### config.mk
export PLATFORM = sky130hd
export DESIGN_NAME = gmii_tx_sender
export DESIGN_NICKNAME = d
export VERILOG_FILES = /design/src/rtl/gmii_tx_sender.sv
export SDC_FILE = /design/constraint.sdc
export NUM_CORES = 1
export LEC_CHECK = 0
export BUFFER_PORTS_ARGS = -buffer_cell sky130_fd_sc_hd__buf_2
export CORE_ASPECT_RATIO = 2
export CORE_MARGIN = 2
export CORE_UTILIZATION = 34
export DETAILED_ROUTE_END_ITERATION = 7
export GPL_TIMING_DRIVEN = 0
export SYNTH_ARGS = -nofsm -noshare
export SYNTH_HDL_FRONTEND = slang
export SYNTH_SLANG_ARGS = --single-unit
### constraint.sdc
create_clock -name sys_clk -period 6.39 [get_ports sys_clk]
set_input_delay 0.639 -clock sys_clk [delete_from_list [all_inputs] [get_ports sys_clk]]
set_output_delay 0.639 -clock sys_clk [all_outputs]
set_load 0.03 [all_outputs]
### src/rtl/gmii_tx_sender.sv
// gmii_tx_sender: drains length-prefixed frames from the TX0 frame memory and
// serialises them onto the GMII transmit pins: 7x 0x55 preamble, 0xD5 SFD,
// L payload bytes, an optional 4-byte FCS, then a forced inter-frame gap.
// Optional feature: define TX_CRC_APPEND_EN to generate and append the
// IEEE 802.3 CRC-32 FCS in hardware (the legal length limit drops by 4).
module gmii_tx_sender #(
    parameter int ADDR_W    = 12,
    parameter int IFG_BYTES = 12,
    parameter int MIN_LEN   = 14,
    parameter int MAX_LEN   = 1518
) (
    input  logic              sys_clk,
    input  logic              sys_rst,
    input  logic              tx_enable,
    input  logic [ADDR_W-1:0] wr_ptr,
    output logic [ADDR_W-1:0] rd_ptr,
    output logic [ADDR_W-1:0] mem_rd_addr,
    input  logic [15:0]       mem_rd_data,
    output logic [7:0]        gmii_txd,
    output logic              gmii_tx_en,
    output logic              busy,
    output logic [31:0]       tx_frame_cnt,
    output logic [15:0]       tx_err_cnt
);

`ifdef TX_CRC_APPEND_EN
    localparam int LEN_LIMIT = MAX_LEN - 4;
`else
    localparam int LEN_LIMIT = MAX_LEN;
`endif

    localparam logic [10:0] MIN_L    = 11'(MIN_LEN);
    localparam logic [10:0] LIM_L    = 11'(LEN_LIMIT);
    localparam logic [10:0] IFG_LAST = 11'(IFG_BYTES - 1);

    typedef enum logic [2:0] {
        S_IDLE     = 3'd0,
        S_LEN_RD   = 3'd1,
        S_LEN_CHK  = 3'd2,
        S_PREAMBLE = 3'd3,
        S_DATA     = 3'd4,
        S_IFG      = 3'd5
`ifdef TX_CRC_APPEND_EN
        , S_FCS    = 3'd6
`endif
    } state_t;

    state_t            state, state_n;
    logic [10:0]       cnt, cnt_n;
    logic [10:0]       frame_len, len_n;
    logic [15:0]       word_buf, word_n;
    logic [ADDR_W-1:0] rd_ptr_n, addr_n;
    logic [7:0]        txd_n;
    logic              tx_en_n;
    logic [31:0]       frame_cnt_n;
    logic [15:0]       err_cnt_n;
    logic              len_ok;
    logic [11:0]       half_words;
    logic [ADDR_W-1:0] next_frame_ptr;

`ifdef TX_CRC_APPEND_EN
    logic [31:0] crc, crc_n;
    logic [23:0] fcs_sr, fcs_n;

    // Reflected CRC-32 update by one byte, LSB first.
    function automatic logic [31:0] crc32_byte(input logic [31:0] c_in, input logic [7:0] d);
        logic [31:0] c;
        c = c_in;
        for (int unsigned i = 0; i < 8; i++) begin
            if (c[0] ^ d[i])
                c = (c >> 1) ^ 32'hEDB88320;
            else
                c = c >> 1;
        end
        return c;
    endfunction
`endif

    assign busy = (state != S_IDLE);

    // Length word legality and the pointer to the frame after this one.
    assign len_ok = (mem_rd_data[15:11] == 5'd0) &&
                    (mem_rd_data[10:0] >= MIN_L) &&
                    (mem_rd_data[10:0] <= LIM_L);
    assign half_words     = (12'(frame_len) + 12'd1) >> 1;
    assign next_frame_ptr = rd_ptr + ADDR_W'(1) + ADDR_W'(half_words);

    // State register.
    always_ff @(posedge sys_clk or posedge sys_rst) begin
        if (sys_rst)
            state <= S_IDLE;
        else
            state <= state_n;
    end

    // Datapath and registered outputs.
    always_ff @(posedge sys_clk or posedge sys_rst) begin
        if (sys_rst) begin
            cnt          <= '0;
            frame_len    <= '0;
            word_buf     <= '0;
            rd_ptr       <= '0;
            mem_rd_addr  <= '0;
            gmii_txd     <= '0;
            gmii_tx_en   <= 1'b0;
            tx_frame_cnt <= '0;
            tx_err_cnt   <= '0;
`ifdef TX_CRC_APPEND_EN
            crc          <= '1;
            fcs_sr       <= '0;
`endif
        end else begin
            cnt          <= cnt_n;
            frame_len    <= len_n;
            word_buf     <= word_n;
            rd_ptr       <= rd_ptr_n;
            mem_rd_addr  <= addr_n;
            gmii_txd     <= txd_n;
            gmii_tx_en   <= tx_en_n;
            tx_frame_cnt <= frame_cnt_n;
            tx_err_cnt   <= err_cnt_n;
`ifdef TX_CRC_APPEND_EN
            crc          <= crc_n;
            fcs_sr       <= fcs_n;
`endif
        end
    end

    // Next state and next register values. The output registers are loaded
    // one cycle ahead, so each state computes the byte shown in the next one;
    // the state label names what is currently on the pins.
    always_comb begin
        state_n     = state;
        cnt_n       = cnt;
        len_n       = frame_len;
        word_n      = word_buf;
        rd_ptr_n    = rd_ptr;
        addr_n      = mem_rd_addr;
        txd_n       = 8'h00;
        tx_en_n     = 1'b0;
        frame_cnt_n = tx_frame_cnt;
        err_cnt_n   = tx_err_cnt;
`ifdef TX_CRC_APPEND_EN
        crc_n       = crc;
        fcs_n       = fcs_sr;
`endif
        case (state)
            S_IDLE: begin
                if (tx_enable && (rd_ptr != wr_ptr)) begin
                    addr_n  = rd_ptr;
                    state_n = S_LEN_RD;
                end
            end
            S_LEN_RD: begin
                addr_n  = rd_ptr + ADDR_W'(1);
                state_n = S_LEN_CHK;
            end
            S_LEN_CHK: begin
                if (len_ok) begin
                    len_n   = mem_rd_data[10:0];
                    cnt_n   = '0;
                    tx_en_n = 1'b1;
                    txd_n   = 8'h55;
                    state_n = S_PREAMBLE;
`ifdef TX_CRC_APPEND_EN
                    crc_n   = '1;
`endif
                end else begin
                    rd_ptr_n  = wr_ptr;
                    err_cnt_n = (tx_err_cnt == 16'hFFFF) ? tx_err_cnt : tx_err_cnt + 16'd1;
                    state_n   = S_IDLE;
                end
            end
            S_PREAMBLE: begin
                tx_en_n = 1'b1;
                cnt_n   = cnt + 11'd1;
                // Word 0 has been on mem_rd_data since this state began.
                if (cnt == 11'd0) begin
                    word_n = mem_rd_data;
                    addr_n = mem_rd_addr + ADDR_W'(1);
                end
                if (cnt == 11'd7) begin
                    txd_n   = word_buf[15:8];
                    cnt_n   = '0;
                    state_n = S_DATA;
`ifdef TX_CRC_APPEND_EN
                    crc_n   = crc32_byte(crc, word_buf[15:8]);
`endif
                end else if (cnt == 11'd6) begin
                    txd_n = 8'hD5;
                end else begin
                    txd_n = 8'h55;
                end
            end
            S_DATA: begin
                if (cnt == frame_len - 11'd1) begin
`ifdef TX_CRC_APPEND_EN
                    tx_en_n = 1'b1;
                    txd_n   = ~crc[7:0];
                    fcs_n   = ~crc[31:8];
                    cnt_n   = '0;
                    state_n = S_FCS;
`else
                    cnt_n       = '0;
                    rd_ptr_n    = next_frame_ptr;
                    frame_cnt_n = tx_frame_cnt + 32'd1;
                    state_n     = S_IFG;
`endif
                end else begin
                    tx_en_n = 1'b1;
                    cnt_n   = cnt + 11'd1;
                    // Low byte goes out on even counts; the word fetched one
                    // ahead is captured at the same time and the address moves on.
                    if (!cnt[0]) begin
                        txd_n  = word_buf[7:0];
                        word_n = mem_rd_data;
                        addr_n = mem_rd_addr + ADDR_W'(1);
                    end else begin
                        txd_n = word_buf[15:8];
                    end
`ifdef TX_CRC_APPEND_EN
                    crc_n = crc32_byte(crc, txd_n);
`endif
                end
            end
`ifdef TX_CRC_APPEND_EN
            S_FCS: begin
                if (cnt == 11'd3) begin
                    cnt_n       = '0;
                    rd_ptr_n    = next_frame_ptr;
                    frame_cnt_n = tx_frame_cnt + 32'd1;
                    state_n     = S_IFG;
                end else begin
                    tx_en_n = 1'b1;
                    txd_n   = fcs_sr[7:0];
                    fcs_n   = fcs_sr >> 8;
                    cnt_n   = cnt + 11'd1;
                end
            end
`endif
            S_IFG: begin
                cnt_n = cnt + 11'd1;
                if (cnt == IFG_LAST)
                    state_n = S_IDLE;
            end
            default: state_n = S_IDLE;
        endcase
    end

endmodule

After elaboration in Yosys (flattened, before gate mapping)
Index checks and enable logic that the tools add are counted.

word-level totals
  word-level logic and storage cells = 92
  input port bits = 31
  output and inout bits = 82
  register bits = 122

operators by class
  bitwise logic cells = 2
  $add $sub $neg = 8
  $lt $le $gt $ge = 2
  reduce and logical (&&, ||, !) cells = 19
  multiplexer cells = 31
  equal/unequal tests = 20

operators with widths
  operator                                                                              count
  12-bit 2-to-1 mux                                                                     6
  16-bit 2-to-1 mux                                                                     3
  12-bit one-hot mux with 4 select lines                                                1
  11-bit one-hot mux with 4 select lines                                                1
  11-bit 2-to-1 mux                                                                     3
  32-bit by 1-bit adder with 32-bit output, second input constant                       1
  8-bit 2-to-1 mux                                                                      4
  16-bit one-hot mux with 2 select lines                                                1
  12-bit by 1-bit adder with 12-bit output, second input constant                       2
  12-bit one-hot mux with 2 select lines                                                1
  8-bit one-hot mux with 3 select lines                                                 1
  11-bit by 3-bit == test with 1-bit output, second input constant                      2
  2-bit != test, second input constant                                                  9
  3-bit one-hot mux with 6 select lines                                                 1
  16-bit by 1-bit adder with 16-bit output, second input constant                       1
  16-bit == test, second input constant                                                 1
  11-bit by 1-bit adder with 12-bit output, second input constant                       1
  12-bit by 11-bit adder with 12-bit output                                             1
  3-bit 2-to-1 mux                                                                      4
  12-bit != test                                                                        1
  11-bit by 1-bit adder with 11-bit output, second input constant                       1
  11-bit == test                                                                        1
  11-bit by 4-bit == test with 1-bit output, second input constant                      1
  11-bit by 4-bit greater-or-equal comparator with 1-bit output, second input constant  1
  other kinds (21)                                                                      33

Longest topological paths before layout
Gate-level depths: netlist of the first run.

  depth in word-level cells = 5
  mapped depth = 13
  depth with buffers taken out = 13

Least setup slack after synthesis of the first run
Ideal clock, no wire load.

  kind = reg2reg
  start point = register frame_len[0]
  end point = register word_buf[0]
  period minus slack after synthesis = 3216 ps
  library setup time = 125 ps
  data arrival time = 3091 ps
  path slack = 3174 ps
  buffers on the path = 1
  stages on the path, launching flop included = 12
  required time = 6265 ps
  path through = dfrtp_1 inv_1 ha_1 or3b_4 or4_1 a2111oi_1 o211ai_2 nor2_4 o22ai_4 nand2_4 buf_8 mux2_4

between the ends
  word-level cells in the longest chain between the ends = 4

ends and longest elaborated chain
  item                                           RTL line  source
  from (decl)                                    50        logic [10:0] frame_len, len_n;
  from (signal assigned)                         114       frame_len <= len_n;
  11-bit by 1-bit subtractor with 11-bit output  196       if (cnt == frame_len - 11'd1) begin
  11-bit == test                                 196
  2-bit != test (no source line)                 -
  4-bit AND reduction (no source line)           -
  to (signal assigned)                           115       word_buf <= word_n;
  to (decl)                                      51        logic [15:0] word_buf, word_n;

Every way passes these cells.
A chain may end at the register's enable or synchronous reset.

Worst setup path after layout of the first run
  start point = register frame_len[0]
  end point = register word_buf[1]

The elaborated chain is that of the path after synthesis.

==> results of run 1 <==
## stage by stage
step                      power [mW]  util [%]
final                           1.87      41.7
after global routing            1.94      41.7
after CTS                       1.89      41.7
after detailed placement       0.853      38.8
after global placement         0.850      38.7
after floorplan                0.821         -
## cell usage in the layout, fill, tap and decap left out, types with 3 or more instances in the layout
| cell type | instances |
|---|---|
| a211o_1 | 3 |
| a21o_1 | 3 |
| a21oi_1 | 26 |
| a221o_1 | 5 |
| a22o_1 | 7 |
| a31oi_1 | 10 |
| and2_1 | 5 |
| and3_1 | 18 |
| and4_1 | 4 |
| buf_2 | 120 |
| buf_6 | 4 |
| bufinv_16 | 3 |
| clkbuf_1 | 24 |
| clkbuf_16 | 17 |
| clkinv_4 | 3 |
| clkinvlp_4 | 3 |
| dfrtp_1 | 122 |
| ha_1 | 20 |
| inv_1 | 25 |
| inv_6 | 4 |
| mux2_2 | 24 |
| mux2_4 | 9 |
| mux2i_1 | 7 |
| nand2_1 | 72 |
| nand2b_1 | 5 |
| nand3_1 | 38 |
| nand4_1 | 8 |
| nor2_1 | 71 |
| nor2b_1 | 7 |
| nor3_1 | 22 |
| nor4_1 | 7 |
| nor4_2 | 3 |
| o211ai_1 | 5 |
| o21ai_0 | 42 |
| o32ai_1 | 5 |
| or2_2 | 3 |
| or3_1 | 6 |
| or4_1 | 3 |
| xnor2_1 | 45 |
| xor2_1 | 58 |
## final timing paths
path | start | endpoint | slack [ps]
setup reg to reg | frame_len[0] | word_buf[1] | 2680
hold reg to reg | tx_frame_cnt[31] | tx_frame_cnt[31] | 460
hold / removal | sys_rst | mem_rd_addr[1] | 250
max in group asynchronous | sys_rst | cnt[9] | 5400
setup / recovery | frame_len[0] | word_buf[1] | 2680
min in group sys_clk | tx_frame_cnt[31] | tx_frame_cnt[31] | 460
## state kept, by name (all words and copies together) (netlist names)
| signal | count |
|---|---|
| tx_frame_cnt | 32 |
| tx_err_cnt | 16 |
| word_buf | 16 |
| mem_rd_addr | 12 |
| rd_ptr | 12 |
| cnt | 11 |
| frame_len | 11 |
| gmii_txd | 8 |
| state | 3 |
| gmii_tx_en | 1 |
## layer usage
layer	vias up	wire, um	GRT usage, %
li1	2987	-	-
met1	3032	7400	18.4
met2	194	12200	38.0
met4	0	945	10.3
met3	62	1150	4.33
met5	-	0	0
## critical path, cell delays in order (launching register included)
cell,delay (ps)
dfrtp_1,470
inv_1,90
ha_1,190
or3b_4,460
or4_1,410
a2111oi_1,510
o211ai_2,260
nor2_4,340
o22ai_4,160
nand2_4,180
buf_8,190
mux2_4,310
## final cells by class
| cell class | count | area share (%) |
|---|---|---|
| tap | 273 | 3.81 |
| clock buffer | 18 | 4.79 |
| timing repair buffer | 113 | 6.56 |
| inverter | 26 | 1.15 |
| buffer | 37 | 2.12 |
| sequential | 122 | 34.1 |
| multi-input combinational | 585 | 45.4 |
| clock inverter | 14 | 2.09 |
## logic make-up after synthesis
kind of cell / after synthesis / share of synthesized area, %
simple gates: 283 / 19.4
fa+ha+maj: 21 / 3.65
flops: 122 / 41.2
buf+inv: 63 / 3.89
xor+xnor: 103 / 12.2
mux: 40 / 6.42
compound gates: 138 / 13.2
## report_power, final
group	switching, mW	internal [mW]	leakage (nW)	total (mW)
registers	0.00383	0.775	1.58	0.779
logic	0.0403	0.0171	2.48	0.0574
clock network	0.408	0.624	0.292	1.03
==> out/qor.csv, run 1 <==
metric;value;unit
status;finished, final reports clean;
die_area;0.0231;sq mm
grt_usage;19.5;%
drt-pass1-iter-count;5;
max_slew_margin;34.2;%
synth.cells.most_frequent;dfrtp_1 (122), nand2_1 (72), nor2_1 (71), xor2_1 (58), xnor2_1 (45);
cts_root_buf;clkbuf_16;
fin_nets;954;
syn_nets;822;
dp_hpwl;16900;um
fin_worst_skew;12.0;ps
placed_area;0.00834;sq mm
reg2reg_depth;11;
powerDensity;209;mW/mm^2
gp_congestion;0.856;
yosysMostFrequentCell;dfrtp_1;
wire_per_inst;18.2;um
cts.path.max_buffers;2;
crit_required;6700;ps
die_width;108;um
ff_latch_area;0.00305;sq mm
setup_ws;2680;ps
synth_edf_count;0;
clock.fmax;270;MHz
hold_class;input pin to asynchronous set/reset pin;
core_area;0.0215;sq mm
vias_per_cell;5.28;
grt_pass1_vias;6501;
numCtsBuffers;17;
post_cts_resized;0;
initial_core_util;34.5;%
rsz0062_at_grt;false;
insertion_delay;430;ps
stdcell_count;1188;
holdBufCountCts;0;
yosys.area.top_type_share;41.2;%
fin_crit_sh;58.0;%
die_y;213;um
syn_avg_cell_area;9.62;sq um
whs;255;ps
stdcell_area;0.00896;sq mm
synthArstFlopShare;100;%
area_delta_synth_final;21.0;%
drive_above_1_share;23.3;%
criticalPathCategory;flip-flop to flip-flop;
maxSlewViolCount;0;
synth_cell_types;74;
path_max_fanout;10;
ys_seq_area_share;41.2;%
worstMarginPinSlew;980;ps
setup_violations;0;
antenna_found_initial;0;
worstSetupStartpointType;flip-flop;
max_cap_violations;0;
cts.clk_slew.worst_paths;60;ps
first_iter_violations;329;
ir_worst_vdd;179;uV
synthTopCellsByArea;dfrtp_1 (41%), xor2_1 (6.9%), xnor2_1 (5.3%);
grt_max_degree;70;
h-tree-depth;4;
num_io_pins;113;
vias;6275;
overflow;0;
ant_nets;0;
synth_top_area_cell;dfrtp_1;
period_needed;3710;ps
ys_ff_latch;122;
nFillCells;2176;
cts_tree;built;
numPortBuffers;112;
multiInputGateArea;0.00407;sq mm
yosys_warnings;0;
insertedDiodeCount;0;
p_leak;4.35;nW
numPlacedInstances;1156;
post-place-ws;2610;ps
syn_inst;770;
cts.sinks;122;
cts_setup_buffers;0;
end_kind;flip-flop;
syn_area;0.00741;sq mm
core.rowCount;76;
fin_tns_setup;0;ps
routed_wl;21600;um
ys.flop_type;dfrtp_1;
grt_pass1_wl;34200;um
arrival;4010;ps
hold_viol_final;0;
drc;0;
Note: power is estimated with default switching activity, not from simulation.
==> inputs of run 2 (changes only) <==
- clock period: 6.39 -> 3.6 ns (I/O delays scaled with it)
==> run 2 against run 1 <==
Net effect:
- clock power grew 76%
- largest cell class unchanged
- non-clock buffer count grew 11
- setup slack lost 2500 ps
- clock skew shrank 1.9 ps
==> out/qor.csv, run 2 (synthesis results as in run 1) <==
metric;value;unit
status;finished, final reports clean;
cts.clk_slew.worst_paths;60;ps
vias;6351;
setup_violations;0;
whs_path_depth;2;
powerDensity;361;mW/mm^2
path_depth;12;
crit_start;frame_len[0];
worstSetupStartpointType;flip-flop;
critPathBufInv;3;
reg2reg_depth;12;
hold_class;input pin to flip-flop;
largest-register;tx_frame_cnt;
vias_per_cell;5.30;
arrival;3760;ps
gp_congestion;0.855;
largestRegisters;tx_frame_cnt x32, tx_err_cnt x16, word_buf x16;
fin_crit_sh;96.0;%
cts.path.max_buffers;2;
largest_register_ffs;32;
first_iter_violations;275;
ir_worst_vdd;401;uV
grt_pass1_wl;33900;um
fin_tns_setup;0;ps
grt_max_degree;41;
cts.sinks;122;
cts_root_buf;clkbuf_16;
p_leak;4.41;nW
hold_viol_final;0;
initial_core_util;34.5;%
max_cap_violations;0;
fin_worst_skew;10.1;ps
grt_pass1_vias;6484;
worstMarginPinSlew;1040;ps
max_slew_margin;30.3;%
drive_above_1_share;24.8;%
maxSlewViolCount;0;
cts_tree;built;
drt-pass1-iter-count;4;
max_stage_delay;460;ps
layout_common_cells;buf_2 (120), dfrtp_1 (120), nand2_1 (72);
r2r-start;frame_len[0];
core.rowCount;76;
fin_nets;965;
numPortBuffers;112;
die_width;108;um
end_kind;flip-flop;
grt_usage;19.4;%
p_total;3.30;mW
cp_top_family;simple AND/OR/NAND/NOR gates;
dp_hpwl;16800;um
antenna_found_initial;0;
insertion_delay;430;ps
clock.fmax;289;MHz
core_area;0.0215;sq mm
path_max_fanout;10;
routed_wl;21800;um
path_cells;inv_1 > ha_1 > or3b_4 > or4_4 > a2111oi_4 > o211ai_4 > nor2_4 > buf_4 > o22ai_4 > nand2_4 > buf_8 > mux2_4;
cpMaxStageDelayCell;dfrtp_2;
crit_required;3910;ps
drc;0;
h-tree-depth;4;
ant_nets;0;
insertedDiodeCount;0;
die_y;213;um
period_needed;3450;ps
criticalPathCategory;flip-flop to flip-flop;
numCtsBuffers;17;
num_io_pins;113;
overflow;0;
rsz0062_at_grt;false;
hp-start;mem_rd_data[13];
die_area;0.0231;sq mm
wire_per_inst;18.2;um
area_delta_synth_final;23.4;%
run 2: changes by cell type in the layout (fill, tap and decap cells not counted), moves of 2 or more:
cell,change
buf_12,+4
buf_4,+6
clkbuf_8,+2
dfrtp_1,-2
dfrtp_2,+2
inv_6,-2
inv_8,-2
run 2: routing by layer:
metal  vias to the layer above  global-route usage (%)  part of all wire (%)
li1                       3018                       -                     -
met1                      3079                    18.4                    35
met2                       190                    36.8                    55
met3                        64                    4.12                   4.4
met4                         0                    12.2                   5.8
met5                         -                       0                     0
run 2: worst paths after layout:
check / end / slack (ps)
setup / recovery: word_buf[5] / 150
hold / removal: word_buf[13] / 180
setup reg to reg: word_buf[5] / 150
hold reg to reg: tx_frame_cnt[31] / 470
max in group asynchronous: frame_len[1] / 2290
min in group asynchronous: rd_ptr[5] / 500
run 2: through the flow:
stage	util (%)	instance area [sq um]	setup slack [ps]	hold slack [ps]	std cells
floorplan	-	7410	384	461	770
global placement	38.7	8310	-87.8	456	1155
detailed placement	39.0	8370	-95.9	406	1158
CTS	42.0	9020	69.0	164	1192
global route	42.5	9140	4.66	180	1198
finish	42.5	9140	146	183	1198
run 2: final cells by class:
cell class / count / area, sq um
buffer: 37 / 194
clock buffer: 19 / 453
clock inverter: 12 / 165
fill: 2158 / 12400
inverter: 26 / 101
multi-input combinational: 585 / 4110
sequential: 122 / 3060
tap: 273 / 342
timing repair buffer: 124 / 721
run 2: power by group:
| group | switching [mW] | internal [mW] | leakage (nW) |
|---|---|---|---|
| logic | 0.0723 | 0.0343 | 2.54 |
| registers | 0.00711 | 1.38 | 1.58 |
| clock network | 0.682 | 1.13 | 0.292 |
| total | 0.761 | 2.54 | 4.41 |
run 2: what timing repair did:
action                     CTS  global route
pin swaps                    2             4
hold endpoints to repair    15             0
hold buffers                 1             0
setup endpoints to repair   32            62
setup buffers                2             5
gates resized for setup      1            10
gates cloned                 0             1
run 2: worst reg2reg max path: stages (launching register included):
cell       delay [ps]
dfrtp_2           460
inv_1              80
ha_1              200
or3b_4            420
or4_4             460
a2111oi_4         430
o211ai_4          180
nor2_4            230
buf_4             150
o22ai_4           100
nand2_4           140
buf_8             170
mux2_4            310
